`src/rtl/bin_to_bcd_seq_pkg.sv`:
```
// Shared definitions for the sequential binary-to-BCD converter and the
// seven-segment display path that consumes its packed-BCD word.
package bin_to_bcd_seq_pkg;

  localparam int BIN_WIDTH_DEF = 27;
  localparam int DIGITS_DEF    = 8;

  // FSM encoding, kept as plain vector constants for older tool flows
  typedef logic [1:0] state_t;
  localparam state_t ST_IDLE   = 2'd0;
  localparam state_t ST_SHIFT  = 2'd1;
  localparam state_t ST_FINISH = 2'd2;

  // Largest value representable in the given number of decimal digits
  function automatic longint unsigned max_decimal(input int digits);
    longint unsigned r;
    r = 1;
    for (int i = 0; i < digits; i++) r = r * 10;
    return r - 1;
  endfunction

  localparam longint unsigned MAX_DECIMAL = max_decimal(DIGITS_DEF);

  // Digit codes shared with the display driver
  localparam logic [3:0] BCD_BLANK = 4'hF;
  localparam logic [3:0] BCD_NINE  = 4'h9;
  localparam logic [4*DIGITS_DEF-1:0] BCD_ALL_NINES = {DIGITS_DEF{BCD_NINE}};

endpackage

```
`src/rtl/bin_to_bcd_seq_bcd_add3_nibble.sv`:
```
// Double-dabble digit corrector: a nibble of 5 or more gets 3 added so the
// following left shift carries correctly into the next decimal digit.
// Arithmetic is 4-bit only; nothing carries between nibbles.
module bcd_add3_nibble
  import bin_to_bcd_seq_pkg::*;
(
  input  logic [3:0] digit_in,
  output logic [3:0] digit_out
);

  // Conditional +3 correction
  always_comb begin
    digit_out = digit_in;
    if (digit_in >= 4'd5) digit_out = digit_in + 4'd3;
  end

endmodule

```
`src/rtl/bin_to_bcd_seq.sv`:
```
// Sequential binary-to-packed-BCD converter, one bit per clock (shift-add-3).
// Results, leading-zero mask and overflow only change on the finish cycle, so
// the downstream display never sees a partially converted value.
//
//   state     | meaning
//   ----------+-----------------------------------------------------------
//   ST_IDLE   | waiting for start; outputs hold the last result
//   ST_SHIFT  | one correct-and-shift iteration per clock, BIN_WIDTH total
//   ST_FINISH | publish result (or saturated nines), pulse done
module bin_to_bcd_seq
  import bin_to_bcd_seq_pkg::*;
#(
  parameter int BIN_WIDTH = BIN_WIDTH_DEF,
  parameter int DIGITS    = DIGITS_DEF
) (
  input  logic                  clock,
  input  logic                  reset,
  input  logic                  start,
  input  logic [BIN_WIDTH-1:0]  bin_in,
  output logic                  busy,
  output logic                  done,
  output logic [4*DIGITS-1:0]   bcd_out,
  output logic [DIGITS-1:0]     digit_mask,
  output logic                  overflow
);

  localparam int BCD_W = 4 * DIGITS;
  localparam int CNT_W = (BIN_WIDTH > 1) ? $clog2(BIN_WIDTH) : 1;
  localparam logic [BIN_WIDTH-1:0] MAX_VAL   = BIN_WIDTH'(max_decimal(DIGITS));
  localparam logic [CNT_W-1:0]     LAST_ITER = CNT_W'(BIN_WIDTH - 1);
  localparam logic [BCD_W-1:0]     NINES     = {DIGITS{BCD_NINE}};
  localparam logic [DIGITS-1:0]    MASK_RST  = DIGITS'(1);

  state_t               state;
  logic [BIN_WIDTH-1:0] bin_sr;
  logic [BCD_W-1:0]     bcd_acc;
  logic [BCD_W-1:0]     bcd_corr;
  logic [CNT_W-1:0]     iter_cnt;
  logic                 ovf_pending;
  logic [BCD_W-1:0]     result_word;
  logic [DIGITS-1:0]    mask_next;

  genvar g;
  generate
    for (g = 0; g < DIGITS; g++) begin : g_corr
      bcd_add3_nibble u_add3 (
        .digit_in  (bcd_acc[4*g +: 4]),
        .digit_out (bcd_corr[4*g +: 4])
      );
    end
  endgenerate

  assign busy = (state != ST_IDLE);

  // Final word: the accumulated BCD, or saturated nines when out of range
  assign result_word = ovf_pending ? NINES : bcd_acc;

  // Leading-zero mask: a digit is significant if it or any higher digit is nonzero
  always_comb begin
    logic seen;
    seen      = 1'b0;
    mask_next = '0;
    for (int i = DIGITS - 1; i >= 0; i--) begin
      seen         = seen | (result_word[4*i +: 4] != 4'd0);
      mask_next[i] = seen | (i == 0);
    end
  end

  // Conversion FSM, datapath registers and output registers
  always_ff @(posedge clock or posedge reset) begin
    if (reset) begin
      state       <= ST_IDLE;
      bin_sr      <= '0;
      bcd_acc     <= '0;
      iter_cnt    <= '0;
      ovf_pending <= 1'b0;
      done        <= 1'b0;
      bcd_out     <= '0;
      digit_mask  <= MASK_RST;
      overflow    <= 1'b0;
    end else begin
      done <= 1'b0;
      case (state)
        ST_IDLE: begin
          if (start) begin
            bin_sr      <= bin_in;
            bcd_acc     <= '0;
            iter_cnt    <= '0;
            ovf_pending <= (bin_in > MAX_VAL);
            state       <= ST_SHIFT;
          end
        end
        ST_SHIFT: begin
          // The accumulator MSB shifted out is dropped; only out-of-range
          // inputs can produce it, and those are replaced by nines anyway.
          bcd_acc  <= {bcd_corr[BCD_W-2:0], bin_sr[BIN_WIDTH-1]};
          bin_sr   <= bin_sr << 1;
          iter_cnt <= iter_cnt + 1'b1;
          if (iter_cnt == LAST_ITER) state <= ST_FINISH;
        end
        ST_FINISH: begin
          bcd_out    <= result_word;
          digit_mask <= mask_next;
          overflow   <= ovf_pending;
          done       <= 1'b1;
          state      <= ST_IDLE;
        end
        default: state <= ST_IDLE;
      endcase
    end
  end

endmodule

```
`config.mk`:
```
export PLATFORM = sky130hd
export DESIGN_NAME = bin_to_bcd_seq
export DESIGN_NICKNAME = d
export VERILOG_FILES = /design/src/rtl/bin_to_bcd_seq_pkg.sv /design/src/rtl/bin_to_bcd_seq_bcd_add3_nibble.sv /design/src/rtl/bin_to_bcd_seq.sv
export SDC_FILE = /design/constraint.sdc
export NUM_CORES = 1
export LEC_CHECK = 0
export BUFFER_PORTS_ARGS = -buffer_cell sky130_fd_sc_hd__buf_2
export CAP_MARGIN = 40
export CORE_UTILIZATION = 55
export CTS_BUF_LIST = sky130_fd_sc_hd__clkbuf_16
export CTS_CLUSTER_DIAMETER = 80
export DETAILED_ROUTE_END_ITERATION = 10
export GPL_ROUTABILITY_DRIVEN = 0
export PLACE_DENSITY = 0.77
export SLEW_MARGIN = 10
export SYNTH_ARGS = -nofsm -noshare
export SYNTH_HDL_FRONTEND = slang
export SYNTH_SLANG_ARGS = --single-unit
```
`constraint.sdc`:
```
create_clock -name clock -period 4.2 [get_ports clock]
set_clock_uncertainty 0.05 [all_clocks]
set_input_delay 1.05 -clock clock [delete_from_list [all_inputs] [get_ports clock]]
set_output_delay 1.05 -clock clock [all_outputs]
set_load 0.01 [all_outputs]
```
==> flow_summary.ini, run 1 <==
[status]
status = finished with violations
violations = design-rule violations

[placed_design]
dpl.hpwl_mm = 6.94
numPortBuffers = 71

[yosys]
synth_warnings = 0
yosysTopAreaCell = dfrtp_1
synthTopCellsByArea = dfrtp_1, nand2_1, nor2_1
ys_seq_area_share_pct = 53.7
yosys_register_bits = 108
synth_cell_types = 41
postSynthAreaPerCell_um2 = 9.63
synth-main-ff-cell = dfrtp_1
ys_async_sr_fraction_pct = 100
netlist_area_um2 = 5030
syn_inst = 523
yosys.area.top_type_share_pct = 53.7
synth_edf_count = 0
synth.net_count = 571

[sta]
fin_tns_setup_ns = 0
period_share_pct = 55.4
slew_violations = 0
min_period_ns = 2.33
rsz0062_at_grt = no
setup_violations = 0
fmax_ghz = 0.430
worst_pin_slew_ns = 0.848
finalHoldViolCount = 0
fin_hold_ws_ns = 0.410
relSlewSlack_pct = 43.5

[floorplanning]
fp-row-count = 34
ios = 73
dieArea_um2 = 9540
design.core.area_um2 = 8810
die_y_um = 97.7
die_w_um = 97.7
initial_utilization_pct = 57.2

[global_routing]
grt_overflow_total = 0
antenna_found_initial = 0
grt_usage_pct = 23.8
grt_max_degree = 88
grt_pass1_vias = 3820
grt_pass1_wl_mm = 18.3

[final_layout]
mostFrequentLayoutCells = dfrtp_1, buf_2, nand2_1, nor2_1
diodes = 0
area_delta_synth_final_pct = 14.5
final_common_cell = dfrtp_1
final_nets = 630
drive_above_1_share_pct = 19.1

[setup_path]
rrSetupSlack_ns = 2.12
arrival_ns = 1.23
cp_data_required_time_ns = 3.10
worst-path-max-fanout = 6
start_kind = flop
worstSetupPathType = reg -> out
crit_path_end_kind = output port

[clock_tree]
postCtsHoldBufs = 0
clock_latency_ns = 0.35
htree_num_levels = 3
root_buffer = clkbuf_16
ctsResizeCount = 0
cts_tree = yes
clk_path_buf_depth = 2
cts_setup_buffers = 0
clk_pin_slew_ns = 0.08
cts.sinks = 108
cts_made_buffers = 9

[drt]
drtPass1Iterations = 8
via_per_inst = 5.75
route.detailed.drc = 20
num_vias = 3994
routed_wl_mm = 10.4
ant_nets = 0
wl_per_cell_um = 15.0
drt_iter0_drc = 205

[power_and_ir_drop]
cellLeakagePower_nw = 2.83
switching_share_pct = 39.6
cellInternalPower_mw = 2.59
pwr_density_cell_nw_per_um2 = 745
combPwrFrac_pct = 40.3
clkPwrFrac_pct = 18.5
switching_power_mw = 1.70
pwr-share-seq_pct = 41.2
ir_drop_mv = 0.676

[run]
cap_violations = 0

[hold_path]
hold_path.class = reg -> reg
through the flow:
stage	setup WS (ns)	utilization [%]	area, µm²	power (mW)	instances
2_1_floorplan	0.254	-	5030	3.04	523
3_3_place_gp	1.58	62.2	5480	3.39	678
3_5_place_dp	1.55	62.3	5490	3.51	679
4_1_cts	1.86	65.5	5770	4.31	695
5_1_grt	1.78	65.5	5770	4.63	695
6_report	1.87	65.5	5770	4.29	695
kinds of logic (layout without fill, tap and decap cells):
family / count (synthesis) / in the layout / share of synthesized area, %
flops: 108 / 108 / 53.7
simple gates: 199 / 199 / 18.6
compound gates: 122 / 122 / 14.9
fa+ha+maj: 18 / 18 / 4.47
xor+xnor: 15 / 15 / 2.61
buf+inv: 52 / 116 / 3.95
mux: 8 / 8 / 1.79
other cells: 1 / 1 / 0.0745
state kept, by name (all words and copies together), names as in the netlist:
| name | flops |
|---|---|
| iter_cnt | 5 |
| digit_mask | 7 |
| bcd_out | 32 |
| overflow | 1 |
| state | 2 |
| done | 1 |
| bcd_acc | 32 |
| bin_sr | 27 |
| ovf_pending | 1 |
final timing paths:
| check | from | to | cells past startpoint |
|---|---|---|---|
| max reg2reg | bcd_acc[28] | digit_mask[1] | 4 |
| min reg2reg | bcd_out[6] | bcd_out[6] | 2 |
| max | state[0] | busy | 2 |
| min in group asynchronous | reset | bcd_out[27] | 2 |
| max in group asynchronous | reset | bcd_acc[21] | 3 |
| min | bcd_out[6] | bcd_out[6] | 2 |
per-layer routing:
layer	track usage, %	wire, µm	share of wire [%]
met1	34.5	5060	49
met2	36.4	4730	45
met3	3.67	491	4.7
met4	8.39	148	1.4
met5	0	0	0
power by group through the flow:
stage | sequential, mW | combinational, mW | clock (mW)
final | 1.77 | 1.73 | 0.795
after global routing | 1.82 | 1.96 | 0.849
after CTS | 1.76 | 1.74 | 0.808
after detailed placement | 1.78 | 1.73 | 0
after global placement | 1.76 | 1.64 | 0
after floorplan | 1.71 | 1.33 | 0
cells in the mapped netlist, types with 2 or more instances:
cell type	n
xor2_1	7
a21oi_1	14
a32o_1	8
ha_1	18
and2_1	2
clkbuf_1	22
mux2_2	8
or4_1	2
o22ai_1	25
or4_4	2
nor3_1	3
inv_1	20
o31ai_1	22
nor2_1	61
dfrtp_1	108
nand4_1	3
o21ai_1	30
nor3b_1	2
xnor2_1	8
nand2b_1	12
o21ai_0	19
nand2_1	65
and4_1	2
nand3b_1	6
buf_1	9
nand3_1	30
area by class of cell:
class	instances	area [µm²]
Tap cell	108	135
Sequential cell	108	2700
Timing Repair Buffer	80	435
Fill cell	720	3040
Inverter	20	77.6
Clock inverter	7	51.3
Clock buffer	9	225
Multi-Input combinational cell	363	2140
critical path, cell delays in order (launching register included):
cell,delay [ns]
dfrtp_1,0.43
or2_2,0.30
buf_2,0.14
No activity file was read; power rests on OpenSTA's default activity.
==> run 2, diff against run 1 <==
- ABC_AREA: default -> 1
- CORE_UTILIZATION: 55 -> 52
- PLACE_DENSITY: 0.77 -> 0.76
- clock period: 4.2 -> 1.9 ns (I/O delays scaled with it)
==> flow_summary.ini, run 2 <==
[status]
status = finished, final reports clean

[placed_design]
placed_area_um2 = 5580
numPortBuffers = 71
dpl.hpwl_mm = 7.64

[global_routing]
antenna_found_initial = 0
grt_usage_pct = 23.9
grt_pass1_vias = 4204
grt_max_degree = 50
grt_overflow_total = 0
grt_pass1_wl_mm = 19.1

[yosys]
yosysTopAreaCell = dfrtp_1
postSynthAreaPerCell_um2 = 8.75
syn_inst = 584
synth_warnings = 0
synthTopCellsByArea = dfrtp_1, nand2_1, inv_1
synth_edf_count = 0
yosys.area.top_type_share_pct = 52.9
synth.net_count = 632
netlist_area_um2 = 5110
yosysMostFrequentCell = dfrtp_1
ys_seq_area_share_pct = 52.9
yosys_register_bits = 108
synth-main-ff-cell = dfrtp_1
ys_async_sr_fraction_pct = 100
netlist_top_cells_count = dfrtp_1, nand2_1, inv_1
synth_cell_types = 30

[setup_path]
cp.depth = 7
worst-path-max-fanout = 6
critical-path-top-delay-family = simple AND/OR/NAND/NOR gates
arrival_ns = 1.94
crit_path_start = bcd_acc[4]
start_kind = flop
crit_slowest_cell = dfrtp_1
crit_buf_inv = 1
r2r_start = bcd_acc[4]
max_stage_delay_ns = 0.44
crit_chain = inv_1 > ha_1 > or2_2 > nand3_1 > nand2_1 > o211ai_1 > o21ai_0
worstSetupPathType = reg -> reg
crit_path_end_kind = flop
cp_data_required_time_ns = 2.07
r2r_cells = 7

[sta]
fmax_ghz = 0.565
slew_violations = 0
rsz0062_at_grt = no
fin_tns_setup_ns = 0
min_period_ns = 1.77
period_share_pct = 93.2
setup_violations = 0
finalHoldViolCount = 0

[floorplanning]
initial_utilization_pct = 54.5
fp-row-count = 35
ios = 73
die_y_um = 101
dieArea_um2 = 10200
design.core.area_um2 = 9370
die_w_um = 101

[drt]
route.detailed.drc = 0
wl_met3_um = 452
drt_iter0_drc = 252
via_per_inst = 5.38
drtPass1Iterations = 5
ant_nets = 0
wl_per_cell_um = 14.3
top_layer = met4
routed_wl_mm = 11.2
m1WireLength_mm = 4.94
met2_length_mm = 5.69
num_vias = 4230

[final_layout]
final_nets = 700
top_regs = bcd_acc (32), bcd_out (32), bin_sr (27)
mostFrequentLayoutCells = dfrtp_1, nand2_1, inv_1, buf_2, o21ai_0
drive_above_1_share_pct = 17.2
final_util_pct = 62.7
multi_input_area_um2 = 1970
nFillCells = 823
diodes = 0
regArea_um2 = 2700
finalInstanceArea_um2 = 5880
final_common_cell = dfrtp_1
area_delta_synth_final_pct = 15.0

[power_and_ir_drop]
ir_drop_mv = 0.666
cellLeakagePower_nw = 2.98
pwr_density_cell_nw_per_um2 = 1660

[hold_path]
hold_path.class = in -> async

[clock_tree]
clk_pin_slew_ns = 0.07
cts.sinks = 108
cts_setup_buffers = 0
cts_made_buffers = 9
htree_num_levels = 3
clock_latency_ns = 0.34
clk_path_buf_depth = 2
root_buffer = clkbuf_16
postCtsHoldBufs = 0
cts_tree = yes

[run]
cap_violations = 0
==> run 2: changes by cell type in the layout (fill, tap and decap cells not counted), sizes merged, moves of 9 or more <==
cell	delta
nand2	+31
nor2	-9
o21ai	+21
nand2b	-12
nand3	-9
o22ai	+13
o31ai	-21
inv	+59
a21oi	+34
==> run 2: kinds of logic (layout without fill, tap and decap cells) <==
| family | count (synthesis) | count (layout) | share of synthesized area [%] |
|---|---|---|---|
| flip-flops | 108 | 108 | 52.9 |
| other | 1 | 1 | 0.0734 |
| AND/OR/NAND/NOR | 181 | 181 | 15.0 |
| AO/OA/AOI/OAI | 168 | 168 | 18.1 |
| buffers and inverters | 103 | 176 | 8.64 |
| adder cells (fa/ha/maj) | 18 | 18 | 4.41 |
| multiplexers | 1 | 1 | 0.196 |
| XOR/XNOR | 4 | 4 | 0.686 |
==> run 2: area by class of cell <==
| cell class | count | area share [%] |
|---|---|---|
| flip-flops and latches | 108 | 46.0 |
| multi-input cells | 373 | 33.5 |
| repair buffers | 80 | 7.62 |
| inverters | 80 | 5.17 |
| clock buffers | 9 | 3.83 |
| well taps | 129 | 2.75 |
| clock inverters | 7 | 1.17 |
==> run 2: worst paths after layout <==
path	end	slack [ns]
max in group asynchronous	bcd_out[12]	1.18
hold reg to reg	bcd_out[18]	0.43
setup / recovery	bcd_acc[6]	0.13
hold / removal	bin_sr[10]	0.06
min in group clock	bin_sr[0]	0.34
setup reg to reg	bcd_acc[6]	0.13
==> run 2: metal layers <==
layer  global-route usage (%)  vias to the layer above
met5                        0                        -
met4                     9.36                        0
met3                     4.42                       14
met2                     41.3                      105
met1                     29.7                     2036
li1                         -                     2075
==> run 2: per-stage QoR <==
step	hold slack (ns)	instances	power, mW	setup WS (ns)
finish	0.0639	786	9.73	0.129
global route	0.0727	786	10.6	0.00685
CTS	0.0619	786	9.76	0.117
detailed placement	0.417	770	7.86	0.219
global placement	0.411	770	7.60	0.307
floorplan	0.416	584	6.78	0.0735
==> run 2: where the power goes <==
| part | switching (mW) | internal, mW |
|---|---|---|
| logic | 2.48 | 1.52 |
| registers | 0.647 | 3.23 |
| clock network | 0.822 | 1.02 |
| total | 3.95 | 5.77 |
==> run 2: repair_timing <==
item | CTS | global route
gates resized for setup | 0 | 1
hold endpoints to repair | 0 | 0
endpoints found under the setup margin | 0 | 1
